==> src/rtl/div_unit_if.sv <==
// Operand/result bundle between register-read, the divide unit and writeback.
// Signal names follow the issue-stage and writeback naming of the pipeline.
interface div_unit_if #(
    parameter int ROB_W = 3
);
    logic                  RR_valid;
    logic [2:0]            RR_fu_sel;
    logic [2:0]            RR_f3;
    logic [31:0]           RR_rs1_data;
    logic [31:0]           RR_rs2_data;
    logic [6:0]            RR_rd;
    logic [ROB_W-1:0]      RR_rob_idx;
    logic                  div_ready;
    logic                  mispredict;
    logic [2**ROB_W-1:0]   flush_mask;
    logic                  WB_ready;
    logic                  div_valid;
    logic [31:0]           div_data;
    logic [6:0]            div_rd;
    logic [ROB_W-1:0]      div_rob_idx;

    modport master (
        output RR_valid, RR_fu_sel, RR_f3, RR_rs1_data, RR_rs2_data, RR_rd, RR_rob_idx,
        output mispredict, flush_mask, WB_ready,
        input  div_ready, div_valid, div_data, div_rd, div_rob_idx
    );

    modport slave (
        input  RR_valid, RR_fu_sel, RR_f3, RR_rs1_data, RR_rs2_data, RR_rd, RR_rob_idx,
        input  mispredict, flush_mask, WB_ready,
        output div_ready, div_valid, div_data, div_rd, div_rob_idx
    );
endinterface

==> src/rtl/div_unit.sv <==
// Iterative RV32M DIV/DIVU/REM/REMU unit: restoring radix-2, one quotient bit per cycle.
// Optional DIV_EARLY_OUT_EN: finish in one cycle when |rs1| < |rs2|.
module div_unit #(
    parameter int FU_ID = 2,
    parameter int ROB_W = 3
) (
    input  logic      clk,
    input  logic      rst,
    div_unit_if.slave bus
);
    typedef enum logic [1:0] {IDLE = 2'd0, CALC = 2'd1, DONE = 2'd2} state_t;

    state_t           state, state_nx;
    logic [31:0]      quo_r, rem_r, dvs_r, data_r;
    logic [5:0]       cnt_r;
    logic [1:0]       f3_r;
    logic             q_neg_r, r_neg_r;
    logic [6:0]       rd_r;
    logic [ROB_W-1:0] rob_r;

    logic        signed_op, a_neg, b_neg, div_zero, ovf, early, fast;
    logic        accept, flush_hit;
    logic [31:0] a_abs, b_abs, fast_res;

    assign signed_op = ~bus.RR_f3[0];
    assign a_neg     = signed_op & bus.RR_rs1_data[31];
    assign b_neg     = signed_op & bus.RR_rs2_data[31];
    assign a_abs     = a_neg ? -bus.RR_rs1_data : bus.RR_rs1_data;
    assign b_abs     = b_neg ? -bus.RR_rs2_data : bus.RR_rs2_data;
    assign div_zero  = (bus.RR_rs2_data == 32'd0);
    assign ovf       = signed_op && (bus.RR_rs1_data == 32'h8000_0000) &&
                       (bus.RR_rs2_data == 32'hFFFF_FFFF);
`ifdef DIV_EARLY_OUT_EN
    assign early     = (a_abs < b_abs);
`else
    assign early     = 1'b0;
`endif
    assign fast      = div_zero | ovf | early;

    assign accept    = (state == IDLE) && bus.RR_valid && (bus.RR_fu_sel == 3'(FU_ID)) &&
                       !(bus.mispredict && bus.flush_mask[bus.RR_rob_idx]);
    assign flush_hit = bus.mispredict && bus.flush_mask[rob_r];

    // Results that need no iteration; the early-out case keeps rs1 unsigned-as-is.
    always_comb begin
        fast_res = '0;
        if (div_zero)
            fast_res = bus.RR_f3[1] ? bus.RR_rs1_data : 32'hFFFF_FFFF;
        else if (ovf)
            fast_res = bus.RR_f3[1] ? 32'd0 : 32'h8000_0000;
        else
            fast_res = bus.RR_f3[1] ? bus.RR_rs1_data : 32'd0;
    end

    // One restoring step: shift the next dividend bit into the partial remainder.
    logic [33:0] diff;
    logic        ge;
    logic [31:0] rem_nx, quo_nx, q_fin, r_fin;

    assign diff   = {1'b0, rem_r, quo_r[31]} - {2'b00, dvs_r};
    assign ge     = ~diff[33];
    assign rem_nx = ge ? diff[31:0] : {rem_r[30:0], quo_r[31]};
    assign quo_nx = {quo_r[30:0], ge};
    assign q_fin  = q_neg_r ? -quo_nx : quo_nx;
    assign r_fin  = r_neg_r ? -rem_nx : rem_nx;

    always_ff @(posedge clk or posedge rst) begin
        if (rst) state <= IDLE;
        else     state <= state_nx;
    end

    always_comb begin
        state_nx = state;
        case (state)
            IDLE: if (accept) state_nx = fast ? DONE : CALC;
            CALC: begin
                if (flush_hit)              state_nx = IDLE;
                else if (cnt_r == 6'd31)    state_nx = DONE;
            end
            DONE: begin
                if (flush_hit)              state_nx = IDLE;
                else if (bus.WB_ready)      state_nx = IDLE;
            end
            default: state_nx = IDLE;
        endcase
    end

    always_ff @(posedge clk or posedge rst) begin
        if (rst) begin
            quo_r   <= '0;
            rem_r   <= '0;
            dvs_r   <= '0;
            data_r  <= '0;
            cnt_r   <= '0;
            f3_r    <= '0;
            q_neg_r <= 1'b0;
            r_neg_r <= 1'b0;
            rd_r    <= '0;
            rob_r   <= '0;
        end else if (accept) begin
            quo_r   <= a_abs;
            rem_r   <= '0;
            dvs_r   <= b_abs;
            cnt_r   <= '0;
            f3_r    <= bus.RR_f3[1:0];
            q_neg_r <= a_neg ^ b_neg;
            r_neg_r <= a_neg;
            rd_r    <= bus.RR_rd;
            rob_r   <= bus.RR_rob_idx;
            if (fast) data_r <= fast_res;
        end else if (state == CALC) begin
            quo_r <= quo_nx;
            rem_r <= rem_nx;
            cnt_r <= cnt_r + 6'd1;
            if (cnt_r == 6'd31) data_r <= f3_r[1] ? r_fin : q_fin;
        end
    end

    assign bus.div_ready   = (state == IDLE);
    assign bus.div_valid   = (state == DONE);
    assign bus.div_data    = data_r;
    assign bus.div_rd      = rd_r;
    assign bus.div_rob_idx = rob_r;

    logic unused_ok;
    assign unused_ok = ^{bus.RR_f3[2], diff[32], f3_r[0]};
endmodule
==> src/flat_wrapper.sv <==
// flat-port wrapper written by rule: the top's interface ports become plain ports
module div_unit_flat 
#(
    parameter int FU_ID = 2,
    parameter int ROB_W = 3
)
  (clk, rst, bus_RR_valid, bus_RR_fu_sel, bus_RR_f3, bus_RR_rs1_data, bus_RR_rs2_data, bus_RR_rd, bus_RR_rob_idx, bus_mispredict, bus_flush_mask, bus_WB_ready, bus_div_ready, bus_div_valid, bus_div_data, bus_div_rd, bus_div_rob_idx);
  div_unit_if #(.ROB_W(ROB_W)) bus_i ();
  input  logic clk;
  input  logic rst;
  input wire logic [$bits(bus_i.RR_valid)-1:0] bus_RR_valid;
  input wire logic [$bits(bus_i.RR_fu_sel)-1:0] bus_RR_fu_sel;
  input wire logic [$bits(bus_i.RR_f3)-1:0] bus_RR_f3;
  input wire logic [$bits(bus_i.RR_rs1_data)-1:0] bus_RR_rs1_data;
  input wire logic [$bits(bus_i.RR_rs2_data)-1:0] bus_RR_rs2_data;
  input wire logic [$bits(bus_i.RR_rd)-1:0] bus_RR_rd;
  input wire logic [$bits(bus_i.RR_rob_idx)-1:0] bus_RR_rob_idx;
  input wire logic [$bits(bus_i.mispredict)-1:0] bus_mispredict;
  input wire logic [$bits(bus_i.flush_mask)-1:0] bus_flush_mask;
  input wire logic [$bits(bus_i.WB_ready)-1:0] bus_WB_ready;
  output wire logic [$bits(bus_i.div_ready)-1:0] bus_div_ready;
  output wire logic [$bits(bus_i.div_valid)-1:0] bus_div_valid;
  output wire logic [$bits(bus_i.div_data)-1:0] bus_div_data;
  output wire logic [$bits(bus_i.div_rd)-1:0] bus_div_rd;
  output wire logic [$bits(bus_i.div_rob_idx)-1:0] bus_div_rob_idx;
  assign bus_i.RR_valid = bus_RR_valid;
  assign bus_i.RR_fu_sel = bus_RR_fu_sel;
  assign bus_i.RR_f3 = bus_RR_f3;
  assign bus_i.RR_rs1_data = bus_RR_rs1_data;
  assign bus_i.RR_rs2_data = bus_RR_rs2_data;
  assign bus_i.RR_rd = bus_RR_rd;
  assign bus_i.RR_rob_idx = bus_RR_rob_idx;
  assign bus_i.mispredict = bus_mispredict;
  assign bus_i.flush_mask = bus_flush_mask;
  assign bus_i.WB_ready = bus_WB_ready;
  assign bus_div_ready = bus_i.div_ready;
  assign bus_div_valid = bus_i.div_valid;
  assign bus_div_data = bus_i.div_data;
  assign bus_div_rd = bus_i.div_rd;
  assign bus_div_rob_idx = bus_i.div_rob_idx;
  div_unit #(.FU_ID(FU_ID), .ROB_W(ROB_W)) u_core (.clk(clk), .rst(rst), .bus(bus_i));
endmodule
==> config.mk <==
export PLATFORM = sky130hd
export DESIGN_NAME = div_unit_flat
export DESIGN_NICKNAME = d
export VERILOG_FILES = /design/src/rtl/div_unit_if.sv /design/src/rtl/div_unit.sv /design/src/flat_wrapper.sv
export SDC_FILE = /design/constraint.sdc
export NUM_CORES = 1
export LEC_CHECK = 0
export ABC_AREA = 1
export BUFFER_PORTS_ARGS = -buffer_cell sky130_fd_sc_hd__buf_2
export CAP_MARGIN = 0
export CORE_ASPECT_RATIO = 1.75
export CORE_MARGIN = 3
export CORE_UTILIZATION = 40
export DETAILED_ROUTE_END_ITERATION = 8
export REMOVE_ABC_BUFFERS = 1
export SLEW_MARGIN = 20
export SYNTH_ARGS = -nofsm -noshare
export SYNTH_HDL_FRONTEND = slang
export SYNTH_SLANG_ARGS = --single-unit
==> constraint.sdc <==
create_clock -name clk -period 7.17 [get_ports clk]
set_clock_uncertainty 0.2 [all_clocks]
set_input_delay 0.3585 -clock clk [delete_from_list [all_inputs] [get_ports clk]]
set_output_delay 0.3585 -clock clk [all_outputs]
set_load 0.01 [all_outputs]
==> impl_metrics.tcl, run 1 <==
set metrics [dict create \
    pwr_density_cell_mw_per_mm2 503 \
    endpoint_kind "register" \
    wirelength_um 48100 \
    clk_latency_ns 0.46 \
    startpoint_type "register" \
    drc 0 \
    ys_seq_area_share_pct 27.8 \
    netlist.area_leader.share_pct 27.8 \
    final_common_cell "nand2_1" \
    numClockSinks 149 \
    ys_async_sr_fraction_pct 100 \
    die_h_um 248 \
    rows 88 \
    max_slew_margin_pct 28.3 \
    synth_warnings 0 \
    path_common_cell "nand2_2" \
    final_cell_mix "nand2_1 (629), inv_1 (290), nand3_1 (175), nor2_1 (161), dfrtp_1 (148)" \
    via_per_inst 5.26 \
    synth.distinct_cells 58 \
    io_buffer_count 135 \
    fin_crit_sh_pct 71.5 \
    r2r_start "u_core.dvs_r[7]$_DFFE_PP0P_" \
    ys_ff_latch 149 \
    syn_area_sq_mm 0.0134 \
    slowest_stage "dfrtp_1" \
    fin_nets 2356 \
    total_power_mw 7.59 \
    root_buffer "clkbuf_16" \
    crit_fanout 25 \
    rsz0062_at_grt "false" \
    firstDrtPassIters 6 \
    critPathLaunch "u_core.dvs_r[7]$_DFFE_PP0P_" \
    ir_worst_vdd_v 0.000239 \
    leakagePower_nw 7.92 \
    numCtsBuffers 17 \
    gr-total-overflow 0 \
    cts_setup_buffers 0 \
    fillCellCount 3552 \
    period_needed_ns 5.12 \
    fin_cells 2642 \
    synth_largest_area_cell "dfrtp_1" \
    outcome "completed" \
    setup_viol 0 \
    core_area_sq_mm 0.0330 \
    cp.arrival_ns 5.31 \
    die_w_um 144 \
    groute.usage.overall_pct 27.1 \
    die_area_sq_mm 0.0358 \
    clk_path_buf_depth 2 \
    drt_iter0_markers 762 \
    htreeDepth 4 \
    antenna_left 0 \
    ios 137 \
    diodes 0 \
    worst_hold_path_type "input port to register" \
    synth-edff-count 0 \
    cp_slowest_stage_delay_ns 0.38 \
    post_drt_wl_per_cell_um 18.2 \
    hold_viol_final 0 \
    hp-start "bus_RR_rs1_data[28]" \
    grt_max_degree 80 \
    synthTopCellsByArea "dfrtp_1 (28%), nand2_1 (18%), inv_1 (8.1%), nand3_1 (6.5%), o21ai_0 (5.2%)" \
    gp_congestion 0.912 \
    worst_pin_slew_ns 1.06 \
    slew_viol_final 0 \
    critical_path_class "register to register" \
    place_inst 2598 \
    clk_pin_slew_ns 0.08 \
    antenna_found_initial 0 \
    stdcell_area_sq_mm 0.0151 \
    drive_above_1_share_pct 13.7 \
    syn_inst 2118 \
    dpl_cell_area_sq_mm 0.0143 \
    tritoncts "built" \
    syn_avg_cell_area_sq_um 6.33 \
    grt_pass1_vias 13738 \
    synth_flop_cell "dfrtp_1" \
    grt_pass1_wl_um 74900 \
    area_delta_synth_final_pct 12.5 \
    hpwl_um 38200 \
    initial_utilization_pct 40.6 \
    clock.fmax_ghz 0.195 \
    whs_ns 0.0272 \
    max_cap_violations 0 \
    final_util_pct 45.6 \
    required_ns 7.36 \
    vias 13893 \
]
## repair_timing
action                                 4_1_cts  5_1_grt
gates resized for setup                      0        0
hold buffers                                12        0
endpoints found under the hold margin       81        0
## per-stage QoR
stage                     TNS, ns  setup WS, ns
after global routing            0          1.67
after global placement          0          2.13
final                           0          2.05
after floorplan             -2.74        -0.154
after CTS                       0          2.05
after detailed placement        0          2.07
## registers in the layout, summed over array words and instances, names as in the netlist
| name | count |
|---|---|
| u_core.bus.div_data | 32 |
| u_core.bus.div_rd | 7 |
| u_core.bus.div_rob_idx | 3 |
| u_core.cnt_r | 6 |
| u_core.dvs_r | 32 |
| u_core.f3_r | 1 |
| u_core.q_neg_r | 1 |
| u_core.quo_r | 32 |
| u_core.r_neg_r | 1 |
| u_core.rem_r | 32 |
| u_core.state | 2 |
## where the power goes
| group | internal [mW] | total (mW) | switching, mW |
|---|---|---|---|
| Sequential | 1.18 | 1.47 | 0.292 |
| Combinational | 1.63 | 5.19 | 3.56 |
| Clock | 0.472 | 0.923 | 0.452 |
## synthesized netlist by cell type (6+ instances only)
master     number
nor2_1        164
clkbuf_1       43
a21boi_1       16
inv_1         291
buf_2          15
nand3b_1        9
o211ai_1       18
ha_1           38
nand2_4        13
dfrtp_1       149
o21ai_1        14
nand4_1        24
nor2_2         17
nand2_1       630
buf_1           7
o21ai_0       139
nor3_1         18
o31ai_1         6
nand3_1       175
a21oi_1        97
inv_2          14
nor4_1         11
xor2_1         53
o221ai_1       26
a2bb2oi_1       6
nand2_2        26
or2_2          29
## cell type report
class | count | area, sq um | share of cell area [%]
clock inverters | 15 | 185 | 1.23
inverters | 307 | 1160 | 7.68
multi-input cells | 1591 | 8190 | 54.3
clock buffers | 17 | 425 | 2.82
repair buffers | 158 | 882 | 5.85
well taps | 405 | 507 | 3.36
flip-flops and latches | 149 | 3730 | 24.7
## final timing paths
kind	end	slack, ns	cells after the start
hold / removal	u_core.quo_r[28]$_DFFE_PP0P_	0.03	3
min in group asynchronous	u_core.bus.div_rob_idx[2]$_DFFE_PP0P_	0.35	3
hold reg to reg	u_core.bus.div_rd[4]$_DFFE_PP0P_	0.28	2
setup reg to reg	u_core.bus.div_data[30]$_DFFE_PP0P_	2.05	30
setup / recovery	u_core.bus.div_data[30]$_DFFE_PP0P_	2.05	30
max in group asynchronous	u_core.r_neg_r$_DFFE_PP0P_	5.19	4
## routing by layer
metal / routed length [um] / track usage (%) / share of wire, %
met5: 0 / 0 / 0
met4: 1990 / 11.4 / 4.1
met3: 1220 / 2.04 / 2.5
met2: 26700 / 52.5 / 56
met1: 18200 / 29.5 / 38
## cell families (layout without fill, tap and decap cells)
family / after synthesis / after routing / share of synthesized area [%]
AOI/OAI and AO/OA: 354 / 354 / 15.6
xor gates and xnor gates: 56 / 56 / 3.66
adders and majority gates: 39 / 39 / 3.70
buffers and inverters: 378 / 497 / 11.2
DFF: 149 / 149 / 27.8
and+or+nand+nor: 1142 / 1142 / 38.0
## critical path, delay by kind of cell (launching register included)
family,cells,cell delay [ns]
AND/OR/NAND/NOR,23,3.26
adder cells (fa/ha/maj),2,0.54
buffers and inverters,4,0.51
flip-flops,1,0.38
AO/OA/AOI/OAI,1,0.15
No activity file was read; power rests on OpenSTA's default activity.
==> run 2, diff against run 1 <==
--- a/config.mk
+++ b/config.mk
@@ -5,7 +5,7 @@
 export SDC_FILE = /design/constraint.sdc
 export NUM_CORES = 1
 export LEC_CHECK = 0
-export ABC_AREA = 1
+export ABC_AREA = 0
 export BUFFER_PORTS_ARGS = -buffer_cell sky130_fd_sc_hd__buf_2
 export CAP_MARGIN = 0
 export CORE_ASPECT_RATIO = 1.75
==> constraint.sdc (replaced) <==
create_clock -name clk -period 4.2 [get_ports clk]
set_clock_uncertainty 0.2 [all_clocks]
set_input_delay 0.21 -clock clk [delete_from_list [all_inputs] [get_ports clk]]
set_output_delay 0.21 -clock clk [all_outputs]
set_load 0.01 [all_outputs]
==> impl_metrics.tcl, run 2 <==
set metrics [dict create \
    via_per_inst 5.59 \
    ios 137 \
    drc 0 \
    r2r_start "u_core.quo_r[31]$_DFFE_PP0P_" \
    die_area_sq_mm 0.0319 \
    diodes 0 \
    hp-start "bus_RR_fu_sel[0]" \
    synth_warnings 0 \
    rsz0062_at_grt "true" \
    area_delta_synth_final_pct 36.9 \
    leakagePower_nw 7.26 \
    startpoint_type "register" \
    synth.distinct_cells 89 \
    netlist.area_leader.share_pct 31.4 \
    syn_area_sq_mm 0.0119 \
    dp_slack_ns -0.425 \
    worst_hold_path_type "input port to register" \
    busiest_layer "met2" \
    place_inst 2116 \
    htreeDepth 4 \
    outcome "finished with violations" \
    total_power_mw 16.3 \
    vias 12542 \
    clk_path_buf_depth 2 \
    initial_utilization_pct 41.0 \
    gr-total-overflow 0 \
    whs_ns 0.00666 \
    grt_max_degree 94 \
    rows 82 \
    drive_above_1_share_pct 26.8 \
    cp.arrival_ns 4.66 \
    final_cell_mix "buf_4 (226), nand2_1 (171), dfrtp_1 (149), o21ai_0 (136), buf_2 (135)" \
    fin_nets 1986 \
    crit_fanout 3 \
    setup_viol 3 \
    gp_congestion 0.963 \
    max_cap_violations 0 \
    ys_ff_latch 149 \
    grtUsageMet2_pct 47.9 \
    yosysMostFrequentCell "nand2_1" \
    use_met1_pct 29.2 \
    hold_viol_final 0 \
    synth_flop_cell "dfrtp_1" \
    antenna_found_initial 1 \
    ys_seq_area_share_pct 31.4 \
    fin_setup_tns_ns -0.637 \
    slew_viol_final 0 \
    synth_largest_area_cell "dfrtp_1" \
    antenna_left 0 \
    groute.usage.overall_pct 26.6 \
    die_h_um 234 \
    io_buffer_count 135 \
    synth.top_cells.by_count "nand2_1 (172), dfrtp_1 (149), o21ai_0 (140)" \
    grt_pass1_wl_um 66500 \
    firstDrtPassIters 5 \
    clock.fmax_ghz 0.224 \
    wirelength_um 42500 \
    required_ns 4.39 \
    drt_iter0_markers 780 \
    core_area_sq_mm 0.0289 \
    numCtsBuffers 17 \
    grt_use_met3_pct 3.33 \
    max_slew_margin_pct 25.9 \
    syn_avg_cell_area_sq_um 8.03 \
    violations "negative setup slack" \
    ys_async_sr_fraction_pct 100 \
    die_w_um 136 \
    clk_latency_ns 0.46 \
    root_buffer "clkbuf_16" \
    final_common_cell "buf_4" \
    pwr_density_cell_mw_per_mm2 1000 \
    hpwl_um 31200 \
    critical_path_class "register to register" \
    syn_inst 1478 \
    worst_pin_slew_ns 1.11 \
    period_needed_ns 4.47 \
    endpoint_kind "register" \
    fin_crit_sh_pct 107 \
    fin_cells 2244 \
    critPathLaunch "u_core.quo_r[31]$_DFFE_PP0P_" \
    tritoncts "built" \
    post_drt_wl_per_cell_um 18.9 \
    synth-edff-count 0 \
    ir_worst_vdd_v 0.000548 \
    fin_ws_ns -0.273 \
    synthTopCellsByArea "dfrtp_1 (31%), o21ai_0 (5.9%), nand2_1 (5.4%), xnor2_1 (5.2%), xor2_1 (5.1%)" \
    clk_pin_slew_ns 0.07 \
    grt_pass1_vias 12818 \
    numClockSinks 149 \
]
==> run 2: cell count changes in the layout (fill, tap and decap cells not counted), sizes merged, moves of 24 or more <==
cell         before  now
a31oi             3   27
xnor2             3   71
nand2           669  172
inv             311   61
nand3           179   37
mux2i             0   37
buf             146  367
nor2            187  116
dlygate4sd3      12   74
nor2b             0   27
==> run 2: routing by layer <==
metal | routed length [um] | share of wire, %
met5 | 0 | 0
met4 | 2700 | 6.4
met2 | 21900 | 52
met1 | 16200 | 38
met3 | 1650 | 3.9
==> run 2: logic make-up (layout without fill, tap and decap cells) <==
group,Yosys count,count (layout),synth area share [%]
adder cells (fa/ha/maj),39,39,4.18
flip-flops,149,149,31.4
AND/OR/NAND/NOR,514,514,21.0
multiplexers,46,46,4.39
AO/OA/AOI/OAI,445,445,23.6
XOR/XNOR,140,140,10.3
buffers and inverters,145,533,5.11
==> run 2: worst max-delay path, stage by stage, from the launching register on <==
cell and delay, ns:
dfrtp_1 0.39, inv_2 0.08, ha_4 0.13, inv_2 0.03, fa_2 0.37, a211oi_4 0.30, o21ai_4 0.11, a311oi_2 0.35
buf_4 0.21, o31ai_4 0.08, xor2_2 0.16, or3_4 0.35, a2bb2oi_2 0.15, or4b_4 0.51, a21o_4 0.21, or3_4 0.38
mux2_4 0.31, o21ai_2 0.10
==> run 2: repair_timing <==
action,CTS,global route
gates cloned,0,0
hold buffers,74,0
gates resized for setup,41,51
setup buffers,17,7
hold endpoints to repair,172,0
setup endpoints to repair,16,18
pin swaps,18,15
==> run 2: worst paths after layout <==
kind / end / slack (ns) / depth (start not counted)
worst min-delay path: u_core.state[0]$_DFFE_PP0P_ / 0.007 / 5
worst max register to register: u_core.bus.div_data[31]$_DFFE_PP0P_ / -0.27 / 17
worst max-delay path: u_core.bus.div_data[31]$_DFFE_PP0P_ / -0.27 / 17
min in group asynchronous: u_core.rem_r[29]$_DFFE_PP0P_ / 0.29 / 3
max in group asynchronous: u_core.rem_r[9]$_DFFE_PP0P_ / 2.59 / 4
worst min register to register: u_core.bus.div_rd[6]$_DFFE_PP0P_ / 0.27 / 2
==> run 2: layout make-up <==
class	instances	area, sq um
multi-input combinational	1184	8040
tap	378	473
clock buffer	22	474
sequential	149	3730
clock inverter	9	103
timing repair buffer	441	3190
inverter	61	234
fill	2700	12700
==> run 2: power breakdown <==
group          internal, mW  total, mW  leakage [nW]  switching, mW
clock network         0.913       1.56         0.278          0.644
registers              1.98       2.48          1.87          0.497
logic                  5.75       12.3          5.12           6.53
total                  8.64       16.3          7.26           7.67
==> run 2: stage by stage <==
stage,instance area [sq um],util (%)
detailed placement,14300,49.3
CTS,15900,54.9
global placement,14300,49.3
floorplan,11500,-
finish,16200,56.1
global route,16200,56.1
